$ cat src/rtl/hex_scan_display_if.sv
// Bus between user logic and the hex_scan_display multiplexed seven-segment driver.
// The master loads digit contents; the slave drives the board select and segment pins.
interface hex_scan_display_if #(
  parameter int NUM_DIGITS = 8
);
  logic [4*NUM_DIGITS-1:0] data_in;
  logic [NUM_DIGITS-1:0]   dp_in;
  logic [NUM_DIGITS-1:0]   digit_en;
  logic                    lzb_en;
  logic                    load;
  logic [NUM_DIGITS-1:0]   seg_cs_pin;
  logic [7:0]              seg_data_0_pin;
  logic                    frame_tick;

  modport master (
    output data_in, dp_in, digit_en, lzb_en, load,
    input  seg_cs_pin, seg_data_0_pin, frame_tick
  );

  modport slave (
    input  data_in, dp_in, digit_en, lzb_en, load,
    output seg_cs_pin, seg_data_0_pin, frame_tick
  );
endinterface

$ cat src/rtl/hex_scan_display.sv
// Time-multiplexed hex driver for up to 8 seven-segment digits with per-slot blanking,
// leading-zero suppression and a shadow/display register pair swapped only at frame ends.
module hex_scan_display #(
  parameter int NUM_DIGITS   = 8,
  parameter int DIV          = 100000,
  parameter int BLANK_CYCLES = 1000
) (
  input  logic              clk,
  input  logic              rst_n,
  hex_scan_display_if.slave bus
);
  localparam int CW = $clog2(DIV);
  localparam int IW = (NUM_DIGITS > 1) ? $clog2(NUM_DIGITS) : 1;
  localparam logic [CW-1:0] CNT_LAST  = CW'(DIV - 1);
  localparam logic [CW-1:0] BLANK_END = CW'(BLANK_CYCLES);
  localparam logic [IW-1:0] IDX_LAST  = IW'(NUM_DIGITS - 1);

  logic [CW-1:0]           cnt;
  logic [IW-1:0]           idx;
  logic [4*NUM_DIGITS-1:0] sh_data, disp_data;
  logic [NUM_DIGITS-1:0]   sh_dp, disp_dp;
  logic [NUM_DIGITS-1:0]   sh_en, disp_en;
  logic [NUM_DIGITS-1:0]   cs_q, cs_next, cur_sel;
  logic [7:0]              seg_q, seg_next;
  logic                    tick_q;

  logic       slot_end, frame_end, in_blank, dark;
  logic [3:0] cur_nib;
  logic       cur_dp, cur_en, cur_lz, quiet;

  function automatic logic [6:0] hex7(input logic [3:0] v);
    logic [6:0] s;
    case (v)
      4'h0: s = 7'h3F;
      4'h1: s = 7'h06;
      4'h2: s = 7'h5B;
      4'h3: s = 7'h4F;
      4'h4: s = 7'h66;
      4'h5: s = 7'h6D;
      4'h6: s = 7'h7D;
      4'h7: s = 7'h07;
      4'h8: s = 7'h7F;
      4'h9: s = 7'h6F;
      4'hA: s = 7'h77;
      4'hB: s = 7'h7C;
      4'hC: s = 7'h39;
      4'hD: s = 7'h5E;
      4'hE: s = 7'h79;
      default: s = 7'h71;
    endcase
    return s;
  endfunction

  assign slot_end  = (cnt == CNT_LAST);
  assign frame_end = slot_end && (idx == IDX_LAST);
  assign in_blank  = (cnt < BLANK_END);

  // Walk from the top digit down: quiet stays high while every digit so far
  // is either disabled or a plain zero without its decimal point.
  always_comb begin
    cur_nib = '0;
    cur_dp  = 1'b0;
    cur_en  = 1'b0;
    cur_lz  = 1'b0;
    cur_sel = '0;
    quiet   = 1'b1;
    for (int k = NUM_DIGITS - 1; k >= 0; k--) begin
      quiet = quiet & (~disp_en[k] | ((disp_data[4*k +: 4] == 4'h0) & ~disp_dp[k]));
      if (idx == IW'(k)) begin
        cur_nib    = disp_data[4*k +: 4];
        cur_dp     = disp_dp[k];
        cur_en     = disp_en[k];
        cur_lz     = quiet & (k != 0);
        cur_sel[k] = 1'b1;
      end
    end
  end

  assign dark = ~cur_en | (bus.lzb_en & cur_lz);

  always_comb begin
    cs_next  = '0;
    seg_next = '0;
    if (!in_blank && !dark) begin
      cs_next  = cur_sel;
      seg_next = {cur_dp, hex7(cur_nib)};
    end
  end

  always_ff @(posedge clk or negedge rst_n) begin
    if (!rst_n) begin
      cnt       <= '0;
      idx       <= '0;
      sh_data   <= '0;
      sh_dp     <= '0;
      sh_en     <= '0;
      disp_data <= '0;
      disp_dp   <= '0;
      disp_en   <= '0;
      cs_q      <= '0;
      seg_q     <= '0;
      tick_q    <= 1'b0;
    end else begin
      cnt <= slot_end ? '0 : cnt + CW'(1);
      if (slot_end) begin
        idx <= (idx == IDX_LAST) ? '0 : idx + IW'(1);
      end
      if (bus.load) begin
        sh_data <= bus.data_in;
        sh_dp   <= bus.dp_in;
        sh_en   <= bus.digit_en;
      end
      // A load landing on the boundary edge bypasses the shadow so it is not a frame late.
      if (frame_end) begin
        disp_data <= bus.load ? bus.data_in  : sh_data;
        disp_dp   <= bus.load ? bus.dp_in    : sh_dp;
        disp_en   <= bus.load ? bus.digit_en : sh_en;
      end
      tick_q <= frame_end;
      cs_q   <= cs_next;
      seg_q  <= seg_next;
    end
  end

  assign bus.seg_cs_pin     = cs_q;
  assign bus.seg_data_0_pin = seg_q;
  assign bus.frame_tick     = tick_q;
endmodule
$ cat src/flat_wrapper.sv
// flat-port wrapper written by rule: the top's interface ports become plain ports
module hex_scan_display_flat 
#(
  parameter int NUM_DIGITS   = 8,
  parameter int DIV          = 100000,
  parameter int BLANK_CYCLES = 1000
)
  (clk, rst_n, bus_data_in, bus_dp_in, bus_digit_en, bus_lzb_en, bus_load, bus_seg_cs_pin, bus_seg_data_0_pin, bus_frame_tick);
  hex_scan_display_if #(.NUM_DIGITS(NUM_DIGITS)) bus_i ();
  input  logic clk;
  input  logic rst_n;
  input wire logic [$bits(bus_i.data_in)-1:0] bus_data_in;
  input wire logic [$bits(bus_i.dp_in)-1:0] bus_dp_in;
  input wire logic [$bits(bus_i.digit_en)-1:0] bus_digit_en;
  input wire logic [$bits(bus_i.lzb_en)-1:0] bus_lzb_en;
  input wire logic [$bits(bus_i.load)-1:0] bus_load;
  output wire logic [$bits(bus_i.seg_cs_pin)-1:0] bus_seg_cs_pin;
  output wire logic [$bits(bus_i.seg_data_0_pin)-1:0] bus_seg_data_0_pin;
  output wire logic [$bits(bus_i.frame_tick)-1:0] bus_frame_tick;
  assign bus_i.data_in = bus_data_in;
  assign bus_i.dp_in = bus_dp_in;
  assign bus_i.digit_en = bus_digit_en;
  assign bus_i.lzb_en = bus_lzb_en;
  assign bus_i.load = bus_load;
  assign bus_seg_cs_pin = bus_i.seg_cs_pin;
  assign bus_seg_data_0_pin = bus_i.seg_data_0_pin;
  assign bus_frame_tick = bus_i.frame_tick;
  hex_scan_display #(.NUM_DIGITS(NUM_DIGITS), .DIV(DIV), .BLANK_CYCLES(BLANK_CYCLES)) u_core (.clk(clk), .rst_n(rst_n), .bus(bus_i));
endmodule
$ cat config.mk
export PLATFORM = sky130hd
export DESIGN_NAME = hex_scan_display_flat
export DESIGN_NICKNAME = d
export VERILOG_FILES = /design/src/rtl/hex_scan_display_if.sv /design/src/rtl/hex_scan_display.sv /design/src/flat_wrapper.sv
export SDC_FILE = /design/constraint.sdc
export NUM_CORES = 1
export LEC_CHECK = 0
export ABC_AREA = 1
export ABC_CLOCK_PERIOD_IN_PS = 2700
export CAP_MARGIN = 20
export CORE_MARGIN = 3
export CORE_UTILIZATION = 56
export CTS_CLUSTER_SIZE = 12
export DETAILED_ROUTE_END_ITERATION = 12
export PLACE_DENSITY = 0.76
export SLEW_MARGIN = 0
export SYNTH_ARGS = -nofsm -noshare
export SYNTH_HDL_FRONTEND = slang
export SYNTH_SLANG_ARGS = --single-unit
$ cat constraint.sdc
create_clock -name clk -period 2.7 [get_ports clk]
set_input_delay 0.27 -clock clk [delete_from_list [all_inputs] [get_ports clk]]
set_output_delay 0.27 -clock clk [all_outputs]
set_load 0.01 [all_outputs]
==> flow_metrics.py, run 1 <==
metrics = {
    "timing": {
        "rsz0062_at_grt": "false",
        "fmax_mhz": 403.7,
        "finalCritPeriodShare_pct": 91.75,
        "tightest_slew_ns": 0.6106,
        "slew_headroom_pct": 59.23,
        "hold_viol": 0,
        "slew_violations": 0,
        "finClkSkew_ns": 0.008787,
        "min_period_ns": 2.477,
        "setup_tns_ns": 0,
        "setup_viol": 0,
    },
    "yosys": {
        "synth.most_common_cell": "nand2_1",
        "synth_area_mm2": 0.006191,
        "yosys-top-cells-count": "nand2_1 (360), dfrtp_1 (133), inv_1 (62), nor2_1 (51), o21ai_0 (38)",
        "synth_seq_cells": 133,
        "ys_top_cells_by_area": "dfrtp_1 (54%), nand2_1 (22%), inv_1 (3.8%), nor2_1 (3.1%), o21ai_0 (3.1%)",
        "synthAdderAreaFrac_pct": 2.425,
        "yosysTopAreaCellShare_pct": 53.76,
        "ys_seq_area_share_pct": 53.76,
        "synth_ff_type": "dfrtp_1",
        "synth.distinct_cells": 39,
        "synthCells": 781,
        "synth_top_family_by_area": "simple AND/OR/NAND/NOR gates",
        "synth_compound_area_share_pct": 5.982,
        "avgSynthCellArea_um2": 7.927,
        "synthSimpleGateAreaFrac_pct": 31.37,
        "yosys_warnings": 0,
        "synth_mux_area_share_pct": 0,
        "synth_fp_nets": 845,
        "yosysTopAreaCell": "dfrtp_1",
        "async_reset_ff_share_pct": 100.0,
        "synthXorXnorAreaFrac_pct": 0.2829,
        "synth_edf_count": 0,
    },
    "worst_setup_path": {
        "startpoint_type": "flop",
        "path_cells": "buf_4 -> ha_1 -> nand2_2 -> o21ai_0 -> o21bai_1 -> o21ai_0 -> nand2_1 -> nand2_1 -> nand2_1 -> nand2_2 -> ha_1 -> o21ai_0 -> nand2_1 -> nand2_1 -> nor2_1",
        "required_ns": 3.11,
        "critPathMostFrequentCell": "nand2_1",
        "r2r_end": "u_core.bus.seg_data_0_pin[3]",
        "path_max_fanout": 13,
        "cpMaxStageDelayCell": "dfrtp_1",
        "crit_type": "flop to flop",
        "crit_path_end_kind": "flop",
        "reg2regPathDepth": 15,
        "rr_startpoint": "u_core.idx[0]",
        "max_stage_delay_ns": 0.42,
        "cp.arrival_ns": 2.88,
        "regToRegSetupSlack_ns": 0.22,
    },
    "place": {
        "gp_congestion": 0.8916,
        "port_buffers": 68,
        "dpl.hpwl_um": 9728,
        "placedCellCount": 968,
    },
    "floorplanning": {
        "die-area_mm2": 0.01235,
        "start_util_pct": 58.65,
        "coreArea_mm2": 0.01056,
        "die_y_um": 111.1,
        "die_w_um": 111.1,
        "fp-row-count": 37,
        "pin_count": 69,
    },
    "global_routing": {
        "grtUsageMet2_pct": 38.35,
        "track_usage_pct": 24.26,
        "top_usage_layer": "met2",
        "gr-usage-met3_pct": 6.987,
        "globalRouteMet1Util_pct": 32.02,
        "antenna_found_initial": 0,
        "grt_pass1_vias": 5243,
        "grt_pass1_wl_um": 24310,
        "grt_overflow": 0,
        "grt_max_degree": 67,
    },
    "power_and_ir_drop": {
        "leakagePower_uw": 0.003868,
        "peakVddDrop_v": 0.0005376,
        "power_density_mw_per_mm2": 607.2,
    },
    "cells_and_area": {
        "multi_input_area_mm2": 0.002525,
        "fillCellCount": 841,
        "nets": 917,
        "regArea_mm2": 0.003329,
        "drive_above_1_share_pct": 8.314,
        "stdcell_count": 1002,
        "diodes": 0,
        "area_growth_syn_to_layout_pct": 23.73,
    },
    "clocking": {
        "cts_buffers": 17,
        "cts_tree": "done",
        "clock_latency_ns": 0.54,
        "path_clk_slew_ns": 0.06,
        "root_buffer": "clkbuf_8",
        "clkSinkCount": 133,
        "ctsHtreeMaxLevel": 4,
        "cts_max_path_buffers": 2,
    },
    "run": {
        "cap_violations": 0,
    },
    "worst_hold_path": {
        "min_path_type": "input pin to asynchronous set/reset pin",
    },
    "drt": {
        "wl_per_cell_um": 13.92,
        "drt-initial-drc-count": 452,
        "vias": 5265,
        "drtAntennaViolNets": 0,
        "firstDrtPassIters": 7,
        "drc": 0,
        "wl_um": 13940,
        "via_per_inst": 5.254,
    },
    "status": {
        "status": "completed",
    },
}
## power by group
part           total (uW)  switching (uW)  internal, uW
Combinational         224             124           100
Clock                2350             869          1480
Sequential           2080            18.1          2060
## sequential cells by signal, indices dropped and copies added, names as in the netlist
register and flops:
u_core.disp_dp 8, u_core.bus.frame_tick 1, u_core.cnt 17, u_core.idx 3, u_core.sh_dp 8, u_core.bus.seg_cs_pin 8, u_core.bus.seg_data_0_pin 8, u_core.sh_data 32
u_core.disp_en 8, u_core.sh_en 8, u_core.disp_data 32
## placed cells by master, fill, tap and decap left out, types with 2 or more instances in the layout
master / synthesis / final
clkinvlp_4: 0 / 3
ha_1: 12 / 8
nand2_4: 1 / 2
a21oi_1: 14 / 14
nor4_1: 2 / 2
clkinv_4: 0 / 2
ha_4: 0 / 2
and3_1: 3 / 3
o21ai_0: 38 / 38
bufinv_16: 0 / 3
nand3b_1: 2 / 2
clkdlybuf4s50_1: 0 / 67
nor2_1: 51 / 51
nand2_1: 360 / 356
nor3_1: 6 / 6
inv_2: 1 / 4
clkbuf_8: 0 / 4
ha_2: 0 / 2
nand4_1: 3 / 3
nor2_2: 2 / 2
clkinv_2: 1 / 3
nand2_2: 4 / 7
a31oi_1: 2 / 2
buf_4: 0 / 9
nand3_1: 36 / 36
or2_2: 3 / 3
inv_1: 62 / 59
o211ai_1: 6 / 6
clkbuf_16: 0 / 16
dfrtp_1: 133 / 132
xor2_1: 2 / 2
## kinds of logic after synthesis
group	Yosys count
AO/OA/AOI/OAI	66
XOR/XNOR	2
adder cells (fa/ha/maj)	12
buffers and inverters	90
flip-flops	133
AND/OR/NAND/NOR	478
## per-stage QoR
step                      cell area, um2  utilization (%)  hold WS [ns]  setup WS [ns]  total power (uW)
final                               7660            72.57        0.2778         0.2228              4651
after global routing                7660            72.57        0.2897       0.008918              4831
after CTS                           7606            72.06        0.2831        0.06304              4679
after detailed placement            6988            66.20        0.3176        0.08452              2337
after global placement              6988            66.20        0.3064         0.2560              2326
after floorplan                     6191                -      -0.02559         0.4344              2190
## worst max-delay path by stage
| stage | start | endpoint | slack [ns] | depth (start not counted) |
|---|---|---|---|---|
| finish | u_core.idx[0] | u_core.bus.seg_data_0_pin[3] | 0.22 | 15 |
| floorplan | u_core.idx[0] | u_core.bus.seg_data_0_pin[5] | 0.43 | 17 |
| global placement | u_core.idx[0] | u_core.bus.seg_data_0_pin[5] | 0.26 | 17 |
| detailed placement | u_core.idx[0] | u_core.bus.seg_data_0_pin[5] | 0.08 | 18 |
| CTS | u_core.idx[0] | u_core.bus.seg_data_0_pin[5] | 0.06 | 19 |
| global route | u_core.idx[0] | u_core.bus.seg_data_0_pin[5] | 0.009 | 20 |
## area by class of cell
type                    instances  share of cell area, %
clock buffers                  21                  5.995
clock inverters                11                  1.944
inverters                      65                  3.381
multi-input cells             558                  32.96
flip-flops and latches        133                  43.47
well taps                     136                  2.221
repair buffers                 78                  10.03
## worst max-delay path: cells and delay by family, from the launching register on
| family | cells | cell delay, ns |
|---|---|---|
| AO/OA/AOI/OAI | 4 | 0.58 |
| adder cells (fa/ha/maj) | 2 | 0.55 |
| buffers and inverters | 1 | 0.16 |
| flip-flops | 1 | 0.42 |
| AND/OR/NAND/NOR | 8 | 0.66 |
## metal layers
layer | part of all wire [%] | wire (um) | up-vias
li1 | - | - | 2575
met2 | 47 | 6573 | 169
met4 | 2.3 | 321 | 0
met5 | 0 | 0 | -
met1 | 45 | 6267 | 2486
met3 | 5.6 | 781 | 35
## what timing repair did
item / CTS / global route
hold endpoints to repair: 42 / 0
hold buffers: 1 / 0
buffers inserted: 0 / 1
resized for setup: 0 / 16
setup endpoints to repair: 0 / 7
No activity file was read; power rests on OpenSTA's default activity.
==> run 2: changes to the inputs <==
--- a/config.mk
+++ b/config.mk
@@ -12,6 +12,7 @@
 export CORE_UTILIZATION = 56
 export CTS_CLUSTER_SIZE = 12
 export DETAILED_ROUTE_END_ITERATION = 12
+export MAX_ROUTING_LAYER = met4
 export PLACE_DENSITY = 0.76
 export SLEW_MARGIN = 0
 export SYNTH_ARGS = -nofsm -noshare
==> flow_metrics.py, run 2 (same netlist as run 1, synthesis figures left out) <==
metrics = {
    "worst_setup_path": {
        "crit_path_end_kind": "flop",
        "path_max_fanout": 8,
        "max_stage_delay_ns": 0.43,
        "crit_type": "flop to flop",
        "required_ns": 3.10,
        "startpoint_type": "flop",
        "crit_family": "simple AND/OR/NAND/NOR gates",
        "cp_num_buf_inv": 1,
        "path_cells": "ha_1 -> ha_2 -> nand3_1 -> nand3_1 -> o21ai_0 -> nand2_1 -> nand2_1 -> nand2_1 -> nand3_1 -> nand2_1 -> nand2_2 -> inv_2 -> ha_2 -> nand3_1 -> nand2_1 -> a21boi_0 -> nor2_1",
        "cp.arrival_ns": 2.91,
        "cpMaxStageDelayCell": "dfrtp_1",
        "critPathMostFrequentCell": "nand2_1",
    },
    "floorplanning": {
        "fp-row-count": 37,
        "start_util_pct": 58.65,
        "die-area_mm2": 0.01235,
        "pin_count": 69,
        "die_w_um": 111.1,
        "coreArea_mm2": 0.01056,
        "die_y_um": 111.1,
    },
    "cells_and_area": {
        "nets": 915,
        "diodes": 0,
        "layout_commonest_cell": "nand2_1",
        "layout_common_cells": "nand2_1 (356), dfrtp_1 (131), clkdlybuf4s50_1 (67), inv_1 (58), nor2_1 (51)",
        "drive_above_1_share_pct": 7.666,
        "area_growth_syn_to_layout_pct": 22.45,
        "stdcell_count": 997,
        "largest_registers": "u_core.disp_data: 32 flops, u_core.sh_data: 32 flops, u_core.cnt: 17 flops",
        "utilization_pct": 71.82,
    },
    "clocking": {
        "cts_setup_buffers": 0,
        "cts_buffers": 17,
        "clkSinkCount": 133,
        "cts_max_path_buffers": 2,
        "root_buffer": "clkbuf_8",
        "path_clk_slew_ns": 0.06,
        "ctsHtreeMaxLevel": 4,
        "cts_tree": "done",
        "clock_latency_ns": 0.53,
    },
    "drt": {
        "drtAntennaViolNets": 0,
        "vias": 5232,
        "via_per_inst": 5.248,
        "drt-initial-drc-count": 399,
        "wl_per_cell_um": 14.21,
        "wl_um": 14160,
        "firstDrtPassIters": 5,
        "drc": 0,
    },
    "global_routing": {
        "antenna_found_initial": 0,
        "grt_overflow": 0,
        "grt_pass1_wl_um": 24240,
        "track_usage_pct": 24.95,
        "grt_pass1_vias": 5126,
        "grt_max_degree": 70,
    },
    "power_and_ir_drop": {
        "p_int_uw": 3524,
        "power_density_mw_per_mm2": 588.5,
        "seqPwrFrac_pct": 46.5,
        "p_sw_uw": 938.0,
        "comb_power_share_pct": 5.0,
        "swShare_pct": 21.02,
        "peakVddDrop_v": 0.0005058,
        "p_clk_share_pct": 48.4,
        "leakagePower_uw": 0.003837,
    },
    "timing": {
        "min_period_ns": 2.513,
        "slew_headroom_pct": 56.15,
        "setup_viol": 0,
        "worst_slack_ns": 0.1874,
        "finClkSkew_ns": 0.01357,
        "holdWs_ns": 0.2971,
        "hold_viol": 0,
        "finalCritPeriodShare_pct": 93.06,
        "fmax_mhz": 398.0,
        "slew_violations": 0,
        "tightest_slew_ns": 0.6577,
    },
    "status": {
        "status": "completed",
    },
    "place": {
        "dpl.hpwl_um": 9664,
        "pre_cts_slack_ns": 0.1233,
        "gp_congestion": 0.9159,
        "port_buffers": 68,
        "placedCellCount": 967,
    },
    "worst_hold_path": {
        "min_path_type": "input pin to asynchronous set/reset pin",
    },
    "run": {
        "cap_violations": 0,
    },
}
[run 2: cell types whose count changed in the layout (fill, tap and decap cells not counted), moves of 2 or more]
| cell | delta |
|---|---|
| clkbuf_1 | +3 |
| buf_4 | -2 |
| clkinv_4 | -2 |
| clkinvlp_4 | -3 |
[run 2: final timing paths]
check / from / endpoint / slack [ns] / depth (start not counted)
max in group asynchronous: rst_n / u_core.disp_data[9] / 1.60 / 3
setup reg to reg: u_core.idx[1] / u_core.bus.seg_data_0_pin[5] / 0.19 / 17
hold reg to reg: u_core.cnt[0] / u_core.cnt[0] / 0.46 / 1
hold / removal: rst_n / u_core.cnt[8] / 0.30 / 2
min in group clk: bus_data_in[26] / u_core.sh_data[26] / 0.30 / 3
setup / recovery: u_core.idx[1] / u_core.bus.seg_data_0_pin[5] / 0.19 / 17
[run 2: power by group through the flow]
stage | registers, uW | clock network [uW] | logic [uW]
after floorplan | 2100 | 0 | 85.0
after global placement | 2110 | 0 | 218
after detailed placement | 2110 | 0 | 225
after CTS | 2080 | 2180 | 229
after global routing | 2080 | 2290 | 257
final | 2080 | 2160 | 225
[run 2: cell type report]
cell class / instances / area (um2)
inverter: 65 / 261.5
tap: 136 / 170.2
clock buffer: 24 / 470.5
timing repair buffer: 76 / 753.2
multi-input combinational: 558 / 2520
sequential: 133 / 3331
fill: 847 / 2974
clock inverter: 5 / 75.07
[run 2: repair_timing]
item                       in CTS  in global routing
hold buffers                    1                  0
setup endpoints to repair       0                 13
hold endpoints to repair       48                  0
resized for setup               0                 19
[run 2: metrics by stage]
step / power, uW / TNS [ns] / cell area (um2)
2_1_floorplan: 2190 / 0 / 6191
3_3_place_gp: 2324 / 0 / 6980
3_5_place_dp: 2334 / 0 / 6980
4_1_cts: 4488 / 0 / 7536
5_1_grt: 4624 / -0.01075 / 7581
6_report: 4462 / 0 / 7581
[run 2: per-layer routing]
metal,global-route usage (%),vias to the layer above,wire length [um]
li1,-,2577,-
met3,5.677,25,635
met2,38.31,147,6643
met5,-,-,0
met1,32.36,2483,6581
met4,10.22,0,305
==> run 3: changes to the inputs <==
--- a/config.mk
+++ b/config.mk
@@ -14,7 +14,7 @@
 export DETAILED_ROUTE_END_ITERATION = 12
 export MAX_ROUTING_LAYER = met4
 export PLACE_DENSITY = 0.76
-export SLEW_MARGIN = 0
+export REMOVE_ABC_BUFFERS = 1
 export SYNTH_ARGS = -nofsm -noshare
 export SYNTH_HDL_FRONTEND = slang
 export SYNTH_SLANG_ARGS = --single-unit
==> flow_metrics.py, run 3 (same netlist as run 1, synthesis figures left out) <==
metrics = {
    "floorplanning": {
        "die_y_um": 111.1,
        "coreArea_mm2": 0.01056,
        "pin_count": 69,
        "fp-row-count": 37,
        "die-area_mm2": 0.01235,
        "die_w_um": 111.1,
        "start_util_pct": 58.65,
    },
    "worst_hold_path": {
        "min_path_type": "input pin to flop",
    },
    "status": {
        "status": "completed",
    },
    "power_and_ir_drop": {
        "peakVddDrop_v": 0.0004471,
        "power_density_mw_per_mm2": 596.8,
        "leakagePower_uw": 0.003864,
        "swShare_pct": 21.93,
        "p_int_uw": 3559,
        "p_clk_share_pct": 49.6,
        "comb_power_share_pct": 4.9,
        "p_sw_uw": 999.4,
        "seqPwrFrac_pct": 45.5,
    },
    "worst_setup_path": {
        "cpMaxStageDelayCell": "dfrtp_2",
        "critPathMostFrequentCell": "nand2_1",
        "required_ns": 3.12,
        "crit_path_end_kind": "flop",
        "path_cells": "inv_1 -> ha_2 -> nand2_4 -> clkinv_2 -> nand2_1 -> nand2_1 -> nor2_1 -> o21bai_1 -> o21ai_0 -> nand2_1 -> nand2_1 -> nand2_1 -> nand2_2 -> inv_1 -> ha_1 -> inv_1 -> nand3_1 -> nand2_1 -> a21boi_0 -> nor2_1",
        "cp_num_buf_inv": 4,
        "cp.depth": 20,
        "cp-endpoint": "u_core.bus.seg_data_0_pin[5]",
        "reg2regPathDepth": 20,
        "r2r_end": "u_core.bus.seg_data_0_pin[5]",
        "cp.arrival_ns": 2.88,
        "crit_type": "flop to flop",
        "crit_family": "simple AND/OR/NAND/NOR gates",
        "critPathLaunch": "u_core.idx[0]",
        "regToRegSetupSlack_ns": 0.24,
        "startpoint_type": "flop",
        "max_stage_delay_ns": 0.44,
        "path_max_fanout": 12,
        "rr_startpoint": "u_core.idx[0]",
    },
    "timing": {
        "finClkSkew_ns": 0.006244,
        "hold_viol": 0,
        "setup_viol": 0,
        "fmax_mhz": 406.1,
        "slew_violations": 0,
        "min_period_ns": 2.462,
        "rsz0062_at_grt": "true",
        "finalCritPeriodShare_pct": 91.19,
        "tightest_slew_ns": 0.6032,
        "slew_headroom_pct": 59.73,
    },
    "cells_and_area": {
        "final_area_mm2": 0.007637,
        "drive_above_1_share_pct": 8.111,
        "diodes": 0,
        "largest_registers": "u_core.disp_data: 32 flops, u_core.sh_data: 32 flops, u_core.cnt: 17 flops",
        "nets": 914,
        "fillCellCount": 848,
        "layout_commonest_cell": "nand2_1",
        "layout_common_cells": "nand2_1 (356), dfrtp_1 (131), clkdlybuf4s50_1 (66), inv_1 (59), nor2_1 (51)",
        "area_growth_syn_to_layout_pct": 23.36,
        "utilization_pct": 72.36,
    },
    "drt": {
        "drt-initial-drc-count": 601,
        "vias": 5235,
        "drtAntennaViolNets": 0,
        "drc": 0,
        "firstDrtPassIters": 6,
        "wl_um": 13900,
        "wl_per_cell_um": 13.91,
        "via_per_inst": 5.240,
    },
    "global_routing": {
        "grt_pass1_vias": 5296,
        "grt_pass1_wl_um": 24740,
        "antenna_found_initial": 0,
        "track_usage_pct": 25.39,
        "grt_overflow": 0,
        "grt_max_degree": 62,
    },
    "clocking": {
        "path_clk_slew_ns": 0.06,
        "ctsHtreeMaxLevel": 4,
        "cts_tree": "done",
        "root_buffer": "clkbuf_8",
        "clock_latency_ns": 0.54,
        "clkSinkCount": 133,
        "cts_max_path_buffers": 2,
        "cts_buffers": 17,
    },
    "run": {
        "cap_violations": 0,
    },
    "place": {
        "dpl.hpwl_um": 9518,
        "placed_area_mm2": 0.006980,
        "gp_congestion": 0.9414,
        "port_buffers": 68,
    },
}
-- run 3: per-stage QoR --
stage	hold WS [ns]	TNS (ns)	worst slack (ns)	power, uW	std cells
global route	0.1889	-0.002513	-0.002513	4732	999
detailed placement	0.2946	0	0.09958	2334	966
CTS	0.1551	0	0.05738	4603	999
finish	0.1726	0	0.2378	4558	999
floorplan	-0.02559	0	0.3428	2180	756
global placement	0.2858	0	0.2242	2325	966
-- run 3: power by group through the flow --
| stage | sequential, uW | combinational [uW] | clock [uW] |
|---|---|---|---|
| after floorplan | 2100 | 75.6 | 0 |
| after global placement | 2110 | 218 | 0 |
| after detailed placement | 2110 | 225 | 0 |
| after CTS | 2070 | 229 | 2300 |
| after global routing | 2080 | 256 | 2400 |
| final | 2070 | 224 | 2260 |
-- run 3: layout make-up --
| class | instances | area, um2 | area share [%] |
|---|---|---|---|
| clock buffers | 19 | 421.7 | 5.521 |
| clock inverters | 13 | 157.7 | 2.064 |
| inverters | 65 | 261.5 | 3.424 |
| multi-input cells | 558 | 2542 | 33.29 |
| flip-flops and latches | 133 | 3331 | 43.61 |
| well taps | 136 | 170.2 | 2.228 |
| repair buffers | 75 | 753.2 | 9.862 |
-- run 3: routing by layer --
layer | share of wire [%] | global-route usage, % | vias up | wire, um
met3 | 4.5 | 5.841 | 26 | 619
met5 | 0 | - | - | 0
li1 | - | - | 2578 | -
met2 | 49 | 40.57 | 131 | 6817
met1 | 44 | 31.29 | 2500 | 6110
met4 | 2.5 | 10.79 | 0 | 354
-- run 3: worst min path at each step --
stage                        start  cells past startpoint               endpoint  slack, ns
final                     bus_load                      3      u_core.sh_data[4]       0.17
after global routing      bus_load                      3        u_core.sh_dp[2]       0.19
after floorplan              rst_n                      0  u_core.bus.frame_tick      -0.03
after CTS                 bus_load                      3      u_core.sh_data[4]       0.16
after global placement       rst_n                      1          u_core.cnt[9]       0.29
after detailed placement     rst_n                      1         u_core.cnt[10]       0.29
-- run 3: repair_timing --
| action | 4_1_cts | 5_1_grt |
|---|---|---|
| hold endpoints to repair | 39 | 0 |
| endpoints found under the setup margin | 0 | 13 |
| hold buffers | 1 | 0 |
| buffers inserted | 0 | 0 |
| resized for setup | 0 | 21 |
-- run 3: worst reg2reg max path, delay by kind of cell, from the launching register on --
kind            cells  cell delay [ns]
flops               1             0.44
compound gates      3             0.39
fa+ha+maj           2             0.40
simple gates       11             0.77
buf+inv             4             0.35
